**src/rtl/aes_edn_arbiter_pkg.sv**
```systemverilog
// rtl/aes_edn_arbiter_pkg.sv - shared types and constants for the EDN entropy arbiter
package aes_edn_arbiter_pkg;

  // One-hot state codes so a single flipped bit is detectable as an illegal state.
  typedef enum logic [2:0] {
    ARB_IDLE    = 3'b001,
    ARB_BUSY    = 3'b010,
    ARB_DISCARD = 3'b100
  } aes_edn_arb_e;

  localparam int unsigned EdnArbTimeoutDefault = 1024;

  function automatic int unsigned idx_width(input int unsigned n);
    return (n > 1) ? $clog2(n) : 1;
  endfunction

endpackage

```
**src/rtl/aes_edn_arbiter_if.sv**
```systemverilog
// rtl/aes_edn_arbiter_if.sv - requester and EDN synchronizer handshake bundle
interface aes_edn_arbiter_if #(
  parameter int unsigned NumReq       = 2,
  parameter int unsigned EntropyWidth = 32
) ();

  logic [NumReq-1:0]       req_i;
  logic [NumReq-1:0]       ack_o;
  logic [EntropyWidth-1:0] data_o;
  logic                    edn_req_o;
  logic                    edn_ack_i;
  logic [EntropyWidth-1:0] edn_data_i;

  modport slave (
    input  req_i, edn_ack_i, edn_data_i,
    output ack_o, data_o, edn_req_o
  );

  modport master (
    output req_i, edn_ack_i, edn_data_i,
    input  ack_o, data_o, edn_req_o
  );

endinterface

```
**src/rtl/aes_edn_arb_sel.sv**
```systemverilog
// rtl/aes_edn_arb_sel.sv - combinational winner picker, round-robin from ptr or lowest index
module aes_edn_arb_sel #(
  parameter int unsigned NumReq = 2,
  parameter int unsigned IdxW   = 1
) (
  input  logic [NumReq-1:0] req,
  input  logic [IdxW-1:0]   ptr,
  input  logic              rr_mode,
  output logic [NumReq-1:0] gnt,
  output logic [IdxW-1:0]   idx
);

  localparam logic [IdxW:0] NumReqW = (IdxW+1)'(NumReq);

  always_comb begin
    logic          found;
    logic [IdxW:0] base;
    logic [IdxW:0] cand;
    gnt   = '0;
    idx   = '0;
    found = 1'b0;
    cand  = '0;
    // Fixed priority is just a round-robin scan that always starts at 0.
    base  = rr_mode ? {1'b0, ptr} : '0;
    for (int i = 0; i < NumReq; i++) begin
      cand = base + (IdxW+1)'(i);
      if (cand >= NumReqW) cand = cand - NumReqW;
      if (!found && req[cand[IdxW-1:0]]) begin
        found                = 1'b1;
        gnt[cand[IdxW-1:0]]  = 1'b1;
        idx                  = cand[IdxW-1:0];
      end
    end
  end

endmodule

```
**src/rtl/aes_edn_arbiter.sv**
```systemverilog
// rtl/aes_edn_arbiter.sv - grant-locked arbiter sharing one EDN req/ack port among consumers,
// with a sticky stall watchdog
module aes_edn_arbiter
  import aes_edn_arbiter_pkg::*;
#(
  parameter int unsigned NumReq        = 2,
  parameter int unsigned EntropyWidth  = 32,
  parameter bit          RoundRobin    = 1'b1,
  parameter int unsigned TimeoutCycles = EdnArbTimeoutDefault,
  localparam int unsigned IdxW         = idx_width(NumReq)
) (
  input  logic                clk_i,
  input  logic                rst_i,
  aes_edn_arbiter_if.slave    edn_if,
  output logic [IdxW-1:0]     gnt_idx_o,
  output logic                busy_o,
  output logic                timeout_err_o,
  input  logic                clear_err_i
);

  localparam int unsigned   CntW    = (TimeoutCycles > 0) ? $clog2(TimeoutCycles + 1) : 1;
  localparam logic [CntW-1:0] CntMax = CntW'(TimeoutCycles);
  localparam logic [IdxW:0] NumReqW = (IdxW+1)'(NumReq);

  aes_edn_arb_e      state_q;
  logic              edn_req_q;
  logic [IdxW-1:0]   gnt_q;
  logic [IdxW-1:0]   ptr_q;
  logic [CntW-1:0]   cnt_q;
  logic              err_q;

  logic [NumReq-1:0] sel_gnt;
  logic [IdxW-1:0]   sel_idx;
  logic [IdxW:0]     gnt_plus;
  logic [IdxW-1:0]   ptr_inc;
  logic [CntW-1:0]   cnt_inc;
  logic              active;
  logic              req_gnt;
  logic              wd_set;

  aes_edn_arb_sel #(
    .NumReq (NumReq),
    .IdxW   (IdxW)
  ) u_sel (
    .req     (edn_if.req_i),
    .ptr     (ptr_q),
    .rr_mode (RoundRobin),
    .gnt     (sel_gnt),
    .idx     (sel_idx)
  );

  assign active   = (state_q != ARB_IDLE);
  assign req_gnt  = edn_if.req_i[gnt_q];
  assign gnt_plus = {1'b0, gnt_q} + 1'b1;
  assign ptr_inc  = (gnt_plus >= NumReqW) ? '0 : gnt_plus[IdxW-1:0];
  assign cnt_inc  = (cnt_q == CntMax) ? cnt_q : cnt_q + 1'b1;
  // Flag on the edge the counter reaches the limit; keeps re-asserting while saturated.
  assign wd_set   = (TimeoutCycles != 0) && active && !edn_if.edn_ack_i && (cnt_inc == CntMax);

  always_ff @(posedge clk_i) begin
    if (rst_i) begin
      state_q   <= ARB_IDLE;
      edn_req_q <= 1'b0;
      gnt_q     <= '0;
      ptr_q     <= '0;
      cnt_q     <= '0;
      err_q     <= 1'b0;
    end else begin
      unique case (state_q)
        ARB_IDLE: begin
          if (|edn_if.req_i) begin
            state_q   <= ARB_BUSY;
            gnt_q     <= sel_idx;
            edn_req_q <= 1'b1;
          end
        end
        ARB_BUSY: begin
          if (edn_if.edn_ack_i) begin
            state_q   <= ARB_IDLE;
            edn_req_q <= 1'b0;
            ptr_q     <= ptr_inc;
          end else if (!req_gnt) begin
            // The synchronizer cannot take a request back, so ride it out.
            state_q   <= ARB_DISCARD;
          end
        end
        ARB_DISCARD: begin
          if (edn_if.edn_ack_i) begin
            state_q   <= ARB_IDLE;
            edn_req_q <= 1'b0;
            ptr_q     <= ptr_inc;
          end
        end
        default: begin
          state_q   <= ARB_IDLE;
          edn_req_q <= 1'b0;
        end
      endcase

      if (!active || edn_if.edn_ack_i) cnt_q <= '0;
      else                             cnt_q <= cnt_inc;

      if (wd_set)           err_q <= 1'b1;
      else if (clear_err_i) err_q <= 1'b0;
    end
  end

  always_comb begin
    edn_if.ack_o = '0;
    if (state_q == ARB_BUSY && edn_if.edn_ack_i && req_gnt) edn_if.ack_o[gnt_q] = 1'b1;
  end

  assign edn_if.data_o    = edn_if.edn_ack_i ? edn_if.edn_data_i : '0;
  assign edn_if.edn_req_o = edn_req_q;
  assign gnt_idx_o        = gnt_q;
  assign busy_o           = active;
  assign timeout_err_o    = err_q;

  a_ack_onehot: assert property (@(posedge clk_i) disable iff (rst_i) $onehot0(edn_if.ack_o));
  a_ack_edn: assert property (@(posedge clk_i) disable iff (rst_i)
    (|edn_if.ack_o) |-> edn_if.edn_ack_i);
  a_req_stable: assert property (@(posedge clk_i) disable iff (rst_i)
    (edn_req_q && !edn_if.edn_ack_i) |=> edn_req_q);
  a_known: assert property (@(posedge clk_i) disable iff (rst_i)
    !$isunknown({edn_if.ack_o, edn_if.data_o, edn_req_q, gnt_q, active, err_q}));
  a_idle_ack: assert property (@(posedge clk_i) disable iff (rst_i)
    (state_q == ARB_IDLE) |-> !edn_if.edn_ack_i);
  a_sel_onehot: assert property (@(posedge clk_i) disable iff (rst_i) $onehot0(sel_gnt));

endmodule

```
**src/flat_wrapper.sv**
```systemverilog
// flat-port wrapper written by rule: the top's interface ports become plain ports
module aes_edn_arbiter_flat import aes_edn_arbiter_pkg::*;
#(
  parameter int unsigned NumReq        = 2,
  parameter int unsigned EntropyWidth  = 32,
  parameter bit          RoundRobin    = 1'b1,
  parameter int unsigned TimeoutCycles = EdnArbTimeoutDefault,
  localparam int unsigned IdxW         = idx_width(NumReq)
)
  (clk_i, rst_i, gnt_idx_o, busy_o, timeout_err_o, clear_err_i, edn_if_req_i, edn_if_edn_ack_i, edn_if_edn_data_i, edn_if_ack_o, edn_if_data_o, edn_if_edn_req_o);
  aes_edn_arbiter_if #(.NumReq(NumReq), .EntropyWidth(EntropyWidth)) edn_if_i ();
  input  logic clk_i;
  input  logic rst_i;
  output logic [IdxW-1:0] gnt_idx_o;
  output logic busy_o;
  output logic timeout_err_o;
  input  logic clear_err_i;
  input wire logic [$bits(edn_if_i.req_i)-1:0] edn_if_req_i;
  input wire logic [$bits(edn_if_i.edn_ack_i)-1:0] edn_if_edn_ack_i;
  input wire logic [$bits(edn_if_i.edn_data_i)-1:0] edn_if_edn_data_i;
  output wire logic [$bits(edn_if_i.ack_o)-1:0] edn_if_ack_o;
  output wire logic [$bits(edn_if_i.data_o)-1:0] edn_if_data_o;
  output wire logic [$bits(edn_if_i.edn_req_o)-1:0] edn_if_edn_req_o;
  assign edn_if_i.req_i = edn_if_req_i;
  assign edn_if_i.edn_ack_i = edn_if_edn_ack_i;
  assign edn_if_i.edn_data_i = edn_if_edn_data_i;
  assign edn_if_ack_o = edn_if_i.ack_o;
  assign edn_if_data_o = edn_if_i.data_o;
  assign edn_if_edn_req_o = edn_if_i.edn_req_o;
  aes_edn_arbiter #(.NumReq(NumReq), .EntropyWidth(EntropyWidth), .RoundRobin(RoundRobin), .TimeoutCycles(TimeoutCycles)) u_core (.clk_i(clk_i), .rst_i(rst_i), .edn_if(edn_if_i), .gnt_idx_o(gnt_idx_o), .busy_o(busy_o), .timeout_err_o(timeout_err_o), .clear_err_i(clear_err_i));
endmodule
```
**config.mk**
```make
export PLATFORM = sky130hd
export DESIGN_NAME = aes_edn_arbiter_flat
export DESIGN_NICKNAME = d
export VERILOG_FILES = /design/src/rtl/aes_edn_arbiter_pkg.sv /design/src/rtl/aes_edn_arbiter_if.sv /design/src/rtl/aes_edn_arb_sel.sv /design/src/rtl/aes_edn_arbiter.sv /design/src/flat_wrapper.sv
export SDC_FILE = /design/constraint.sdc
export NUM_CORES = 1
export LEC_CHECK = 0
export BUFFER_PORTS_ARGS = -buffer_cell sky130_fd_sc_hd__buf_2
export CAP_MARGIN = 25
export CORE_MARGIN = 2
export CORE_UTILIZATION = 25
export DETAILED_ROUTE_END_ITERATION = 6
export SLEW_MARGIN = 10
export SYNTH_ARGS = -nofsm -noshare
export SYNTH_HDL_FRONTEND = slang
export SYNTH_SLANG_ARGS = --single-unit
```
**constraint.sdc**
```tcl
create_clock -name clk_i -period 1.9 [get_ports clk_i]
set_input_delay 0.38 -clock clk_i [delete_from_list [all_inputs] [get_ports clk_i]]
set_output_delay 0.38 -clock clk_i [all_outputs]
set_load 0.02 [all_outputs]
```
---- Word level (Yosys, flattened, before mapping) ----
Index checks and enable logic that the tools add are counted.
storage, ports and cells
  register bits after elaboration ......... 18
  input port bits ......................... 38
operators by class
  add/subtract/negate cells ............... 5
  $lt $le $gt $ge ......................... 7
  equal/unequal tests ..................... 10
  muxes and demuxes ....................... 27
  reductions and logical operators ........ 18
operators by type and width
  kind                                                        count
  2-to-1 mux 32 bit                                           1
  equality test 11 bit, second input constant                 2
  2-to-1 mux 1 bit                                            17
  2-to-1 mux 3 bit                                            4
  adder 11 x 1 -> 11 bit, second input constant               1
  2-to-1 mux 11 bit                                           1
  case mux 3 bit (3 select lines)                             1
  logical AND 1 bit                                           6
  less-than comparator 1 x 2 -> 1 bit, second input constant  3
  AND reduction 2 bit                                         3
  OR reduction 2 bit                                          3
  adder 1 x 1 -> 2 bit, second input constant                 2
  >= comparator 2 bit, second input constant                  2
  != test 2 x 1 -> 1 bit, second input constant               2
  equality test 3 x 1 -> 1 bit, second input constant         1
  equality test 3 x 2 -> 1 bit, second input constant         1
  equality test 3 bit, second input constant                  1
  logical NOT 1 bit                                           3
  != test 3 x 1 -> 1 bit, second input constant               1
  != test 3 bit, second input constant                        1
  AND reduction 3 bit                                         1
  >= comparator 1 x 2 -> 1 bit, second input constant         1
  2-to-1 mux 2 bit                                            1
  != test 2 bit, second input constant                        1
  6 further kinds                                             7

---- Depth between registers and ports, before layout ----
  depth in word-level cells ............... 8
  mapped depth ............................ 7

---- Hierarchy ----
A second synthesis with hierarchy kept.
unflattened totals
  cells, all modules ...................... 164
  area total of the unflattened synthesis .. 1301.2 um^2
by module, submodules not included
  module           times used  cells each  area an instance (um^2)  seq. area each (um^2)
  aes_edn_arbiter  1           159         1272.5                   360.3
  aes_edn_arb_sel  1           5           28.8                     0.0

---- Worst setup path before layout ----
No wires, ideal clock.
  path type ............................... reg-to-reg
  from .................................... register u_core.cnt_q[1]
  to ...................................... register u_core.err_q, in the netlist u_core.timeout_err_o
  library setup time ...................... 115 ps
  arrival ................................. 1491 ps
  path slack .............................. 294 ps
  cell stages (with the launch flop) ...... 7
  buffers on the path ..................... 0
  cells stage by stage .................... dfxtp_1 ha_1 nand3_2 or3_1 a31oi_1 nor2_1 a31o_1
on the way
  cells in the longest elaborated chain, start to end .. 5
  elaborated cells between the ends (all ways) .. 7
  classes of those cells .................. add/sub: 1; eq/ne: 2; mux: 2; reduce/logical: 2
ends and longest elaborated chain
  what                                                                   line                    source
  start: declaration                                                     aes_edn_arbiter.sv:29   logic [CntW-1:0] cnt_q;
  start signal: assignment                                               aes_edn_arbiter.sv:101  else cnt_q <= cnt_inc;
  adder 11 x 1 -> 11 bit / equality test 11 bit (equally long branches)  aes_edn_arbiter.sv:56   assign cnt_inc = (cnt_q == CntMax) ? cnt_q : cnt_q + 1'b1;
  2-to-1 mux 11 bit (*)                                                  aes_edn_arbiter.sv:56
  equality test 11 bit (*)                                               aes_edn_arbiter.sv:58   assign wd_set = (TimeoutCycles != 0) && active && !edn_if.edn_ack_i && (cnt_inc == CntMax);
  logical AND 1 bit (*)                                                  aes_edn_arbiter.sv:58
  2-to-1 mux 1 bit / nonzero test 2 bit (equally long branches)          -
  end signal: assignment                                                 aes_edn_arbiter.sv:67   err_q <= 1'b0;
  end signal: assignment                                                 aes_edn_arbiter.sv:103  if (wd_set) err_q <= 1'b1;
  end signal: assignment                                                 aes_edn_arbiter.sv:104  else if (clear_err_i) err_q <= 1'b0;
  end: declaration                                                       aes_edn_arbiter.sv:30   logic err_q;
Mark *: on every way between the ends. The rest lies on a longest branch, timed or not.
A chain may end at the register's enable or synchronous reset.

---- Worst setup path after layout ----
Same ends and word-level chain as after synthesis.

==> results.py <==
metrics = {
    "floorplanning": {
        "die_area_sq_um": 5190,
        "io_pins": 76,
        "initial_core_util_pct": 26.2,
        "core.rowCount": 24,
        "die-width_microns": 72.1,
        "die_h_microns": 72.1,
        "design.core.area_sq_um": 4410,
    },
    "clocking": {
        "cts_root_buf": "clkbuf_8",
        "path_clk_slew_ns": 0.07,
        "cts_buffer_depth": 2,
        "cts_tree": "yes",
        "clk_latency_ns": 0.26,
        "htreeDepth": 1,
        "cts_inserted_buffers": 3,
        "hold_buffers": 0,
        "clock-sinks": 18,
    },
    "synth": {
        "ys_async_sr_fraction_pct": 0,
        "yosysMostFrequentCell": "and2_1",
        "synthTopCellsByArea": "dfxtp_1 31%, and2_1 18%, nor2_1 6.5%, xnor2_1 3.8%, nand2b_1 3.2%",
        "syn_nets": 190,
        "synth_cells": 150,
        "yosys.cell_types.count": 35,
        "synth_common_cells": "33 x and2_1, 20 x nor2_1, 18 x dfxtp_1, 6 x nand2b_1",
        "synth_area_per_cell_sq_um": 7.72,
        "ys_seq_area_share_pct": 31.1,
        "synth_top_area_share_pct": 31.1,
        "ys_warn_count": 0,
        "yosysTopAreaCell": "dfxtp_1",
        "synthFlopType": "dfxtp_1",
        "syn_area_sq_um": 1160,
        "synth-edff-count": 0,
        "synth_seq_cells": 18,
    },
    "placement": {
        "routabilityCongestion": 0.803,
        "post-dp-hpwl_microns": 2500,
        "portBuffers": 75,
        "dp_cells": 274,
    },
    "drt": {
        "first_pass_iters": 4,
        "detail-route-antenna-nets": 0,
        "routed_wl_microns": 2990,
        "drc": 0,
        "drt-initial-drc-count": 20,
        "wl_per_cell_microns": 10.8,
        "routed_via_density": 4.50,
        "vias": 1250,
    },
    "sta": {
        "worstMarginPinSlew_ns": 0.408,
        "slew_viol_final": 0,
        "hold_viol_final": 0,
        "max_slew_margin_pct": 72.8,
        "clock.fmax_ghz": 0.578,
        "fin_crit_sh_pct": 91.1,
        "setup_viol": 0,
        "rsz0062_at_grt": "false",
        "setup_tns_ns": 0,
        "clock_skew_ns": 0.00194,
        "period_minus_slack_ns": 1.73,
    },
    "global_route": {
        "met3_usage_pct": 3.33,
        "grt-ovfl-total": 0,
        "grt_pass1_vias": 1052,
        "grt_busiest_layer": "met2",
        "use_met2_pct": 22.0,
        "grt_pass1_wl_microns": 4490,
        "grt_max_degree": 39,
        "antenna_found_initial": 0,
        "grt_use_met1_pct": 10.8,
        "grt_usage_pct": 11.1,
    },
    "layout": {
        "area_growth_syn_to_layout_pct": 42.7,
        "layout-drive-gt1-share_pct": 38.9,
        "nNetsFinal": 267,
        "n_antenna_cell": 0,
        "instances_no_fill": 278,
        "final_util_pct": 37.4,
    },
    "outcome": {
        "status": "complete, no violations",
    },
    "worst_hold_path": {
        "hold_start": "rst_i",
        "hold_path.class": "input port to flop",
    },
    "power": {
        "leakagePower_nw": 0.772,
        "powerDensity_nw_per_um2": 604,
        "vdd_drop_max_v": 0.000422,
        "power_mw": 0.998,
    },
    "worst_setup_path": {
        "critPathRequiredTime_ns": 2.06,
        "crit_family": "simple AND/OR/NAND/NOR gates",
        "crit_chain": "ha_1 -> nand3_2 -> or3_1 -> a31oi_1 -> nor2_1 -> a31o_1",
        "cp_slowest_stage_delay_ns": 0.40,
        "critPathBufInv": 0,
        "crit_type": "flop to flop",
        "cp-start-kind": "flop",
        "cp.arrival_ns": 1.89,
        "cp-startpoint": "u_core.cnt_q[1]",
        "slowest_stage": "dfxtp_1",
        "crit-reg2reg-launch": "u_core.cnt_q[1]",
        "path_max_fanout": 6,
        "crit_path_end_kind": "flop",
    },
    "flow_run": {
        "cap_violations": 0,
    },
}
-- layout by cell type (no fill, tap or decap), types with 2 or more instances in the layout --
| cell | netlist | routed |
|---|---|---|
| nand2_1 | 5 | 5 |
| a21oi_1 | 5 | 5 |
| nand3_1 | 4 | 4 |
| and2_1 | 33 | 33 |
| nor3_1 | 5 | 4 |
| xor2_1 | 3 | 3 |
| buf_2 | 0 | 75 |
| inv_1 | 5 | 5 |
| o21ai_0 | 5 | 5 |
| xnor2_1 | 5 | 5 |
| nand4_1 | 2 | 2 |
| dfxtp_1 | 18 | 17 |
| a211oi_1 | 2 | 2 |
| clkbuf_8 | 0 | 4 |
| mux2i_1 | 3 | 3 |
| a32oi_1 | 2 | 2 |
| ha_1 | 2 | 2 |
| nand2b_1 | 6 | 6 |
| and3_1 | 3 | 3 |
| nor2_1 | 20 | 20 |
| buf_4 | 0 | 3 |
| or3_1 | 2 | 2 |
-- worst paths after layout --
| kind | slack (ns) | endpoint | cells after the start |
|---|---|---|---|
| setup / recovery | 0.17 | u_core.timeout_err_o | 6 |
| hold / removal | 0.36 | u_core.gnt_idx_o | 2 |
| setup reg to reg | 0.17 | u_core.timeout_err_o | 6 |
| hold reg to reg | 0.46 | u_core.edn_if.edn_req_o | 2 |
-- cell type report --
| class | instances | area, sq um |
|---|---|---|
| multi-input combinational | 121 | 754 |
| sequential | 18 | 362 |
| fill | 441 | 2760 |
| clock buffer | 4 | 55.1 |
| inverter | 5 | 18.8 |
| tap | 52 | 65.1 |
| timing repair buffer | 78 | 398 |
-- power by group --
group          total (mW)  internal, mW  switching (mW)  leakage, nW
combinational       0.269         0.117           0.152        0.597
sequential          0.410         0.395          0.0149        0.147
clock               0.319         0.185           0.135       0.0288
-- metrics by stage --
stage                     setup WS, ns  hold slack (ns)  cell area [sq um]
after floorplan                  0.294            0.449               1160
after global placement           0.207            0.449               1590
after detailed placement         0.176            0.455               1590
after CTS                       0.0743            0.356               1650
after global routing            0.0758            0.374               1650
final                            0.169            0.355               1650
-- per-layer routing --
layer	wire, microns	vias to the layer above
li1	-	659
met1	1160	530
met2	1510	58
met3	299	3
met4	21	0
met5	0	-
-- state kept, by name, summed over array words and instances (netlist names) --
signal and cells:
u_core.cnt_q 11, u_core.state_q 3, u_core.edn_if.edn_req_o 1, u_core.gnt_idx_o 1, u_core.ptr_q 1, u_core.timeout_err_o 1
-- what timing repair did --
item / CTS / global route
gates resized for setup: 1 / 1
endpoints found under the setup margin: 1 / 1
setup buffers: 0 / 0
pin swaps: 0 / 0
-- kinds of logic (layout without fill, tap and decap cells) --
logic type	after synthesis	after routing	synth area share (%)
AOI/OAI and AO/OA	20	20	11.1
xor gates and xnor gates	8	8	6.05
adders and majority gates	2	2	2.16
buffers and inverters	11	87	4.21
DFF	18	18	31.1
muxes	3	3	2.59
and+or+nand+nor	88	88	42.8
No activity file was read; power rests on OpenSTA's default activity.
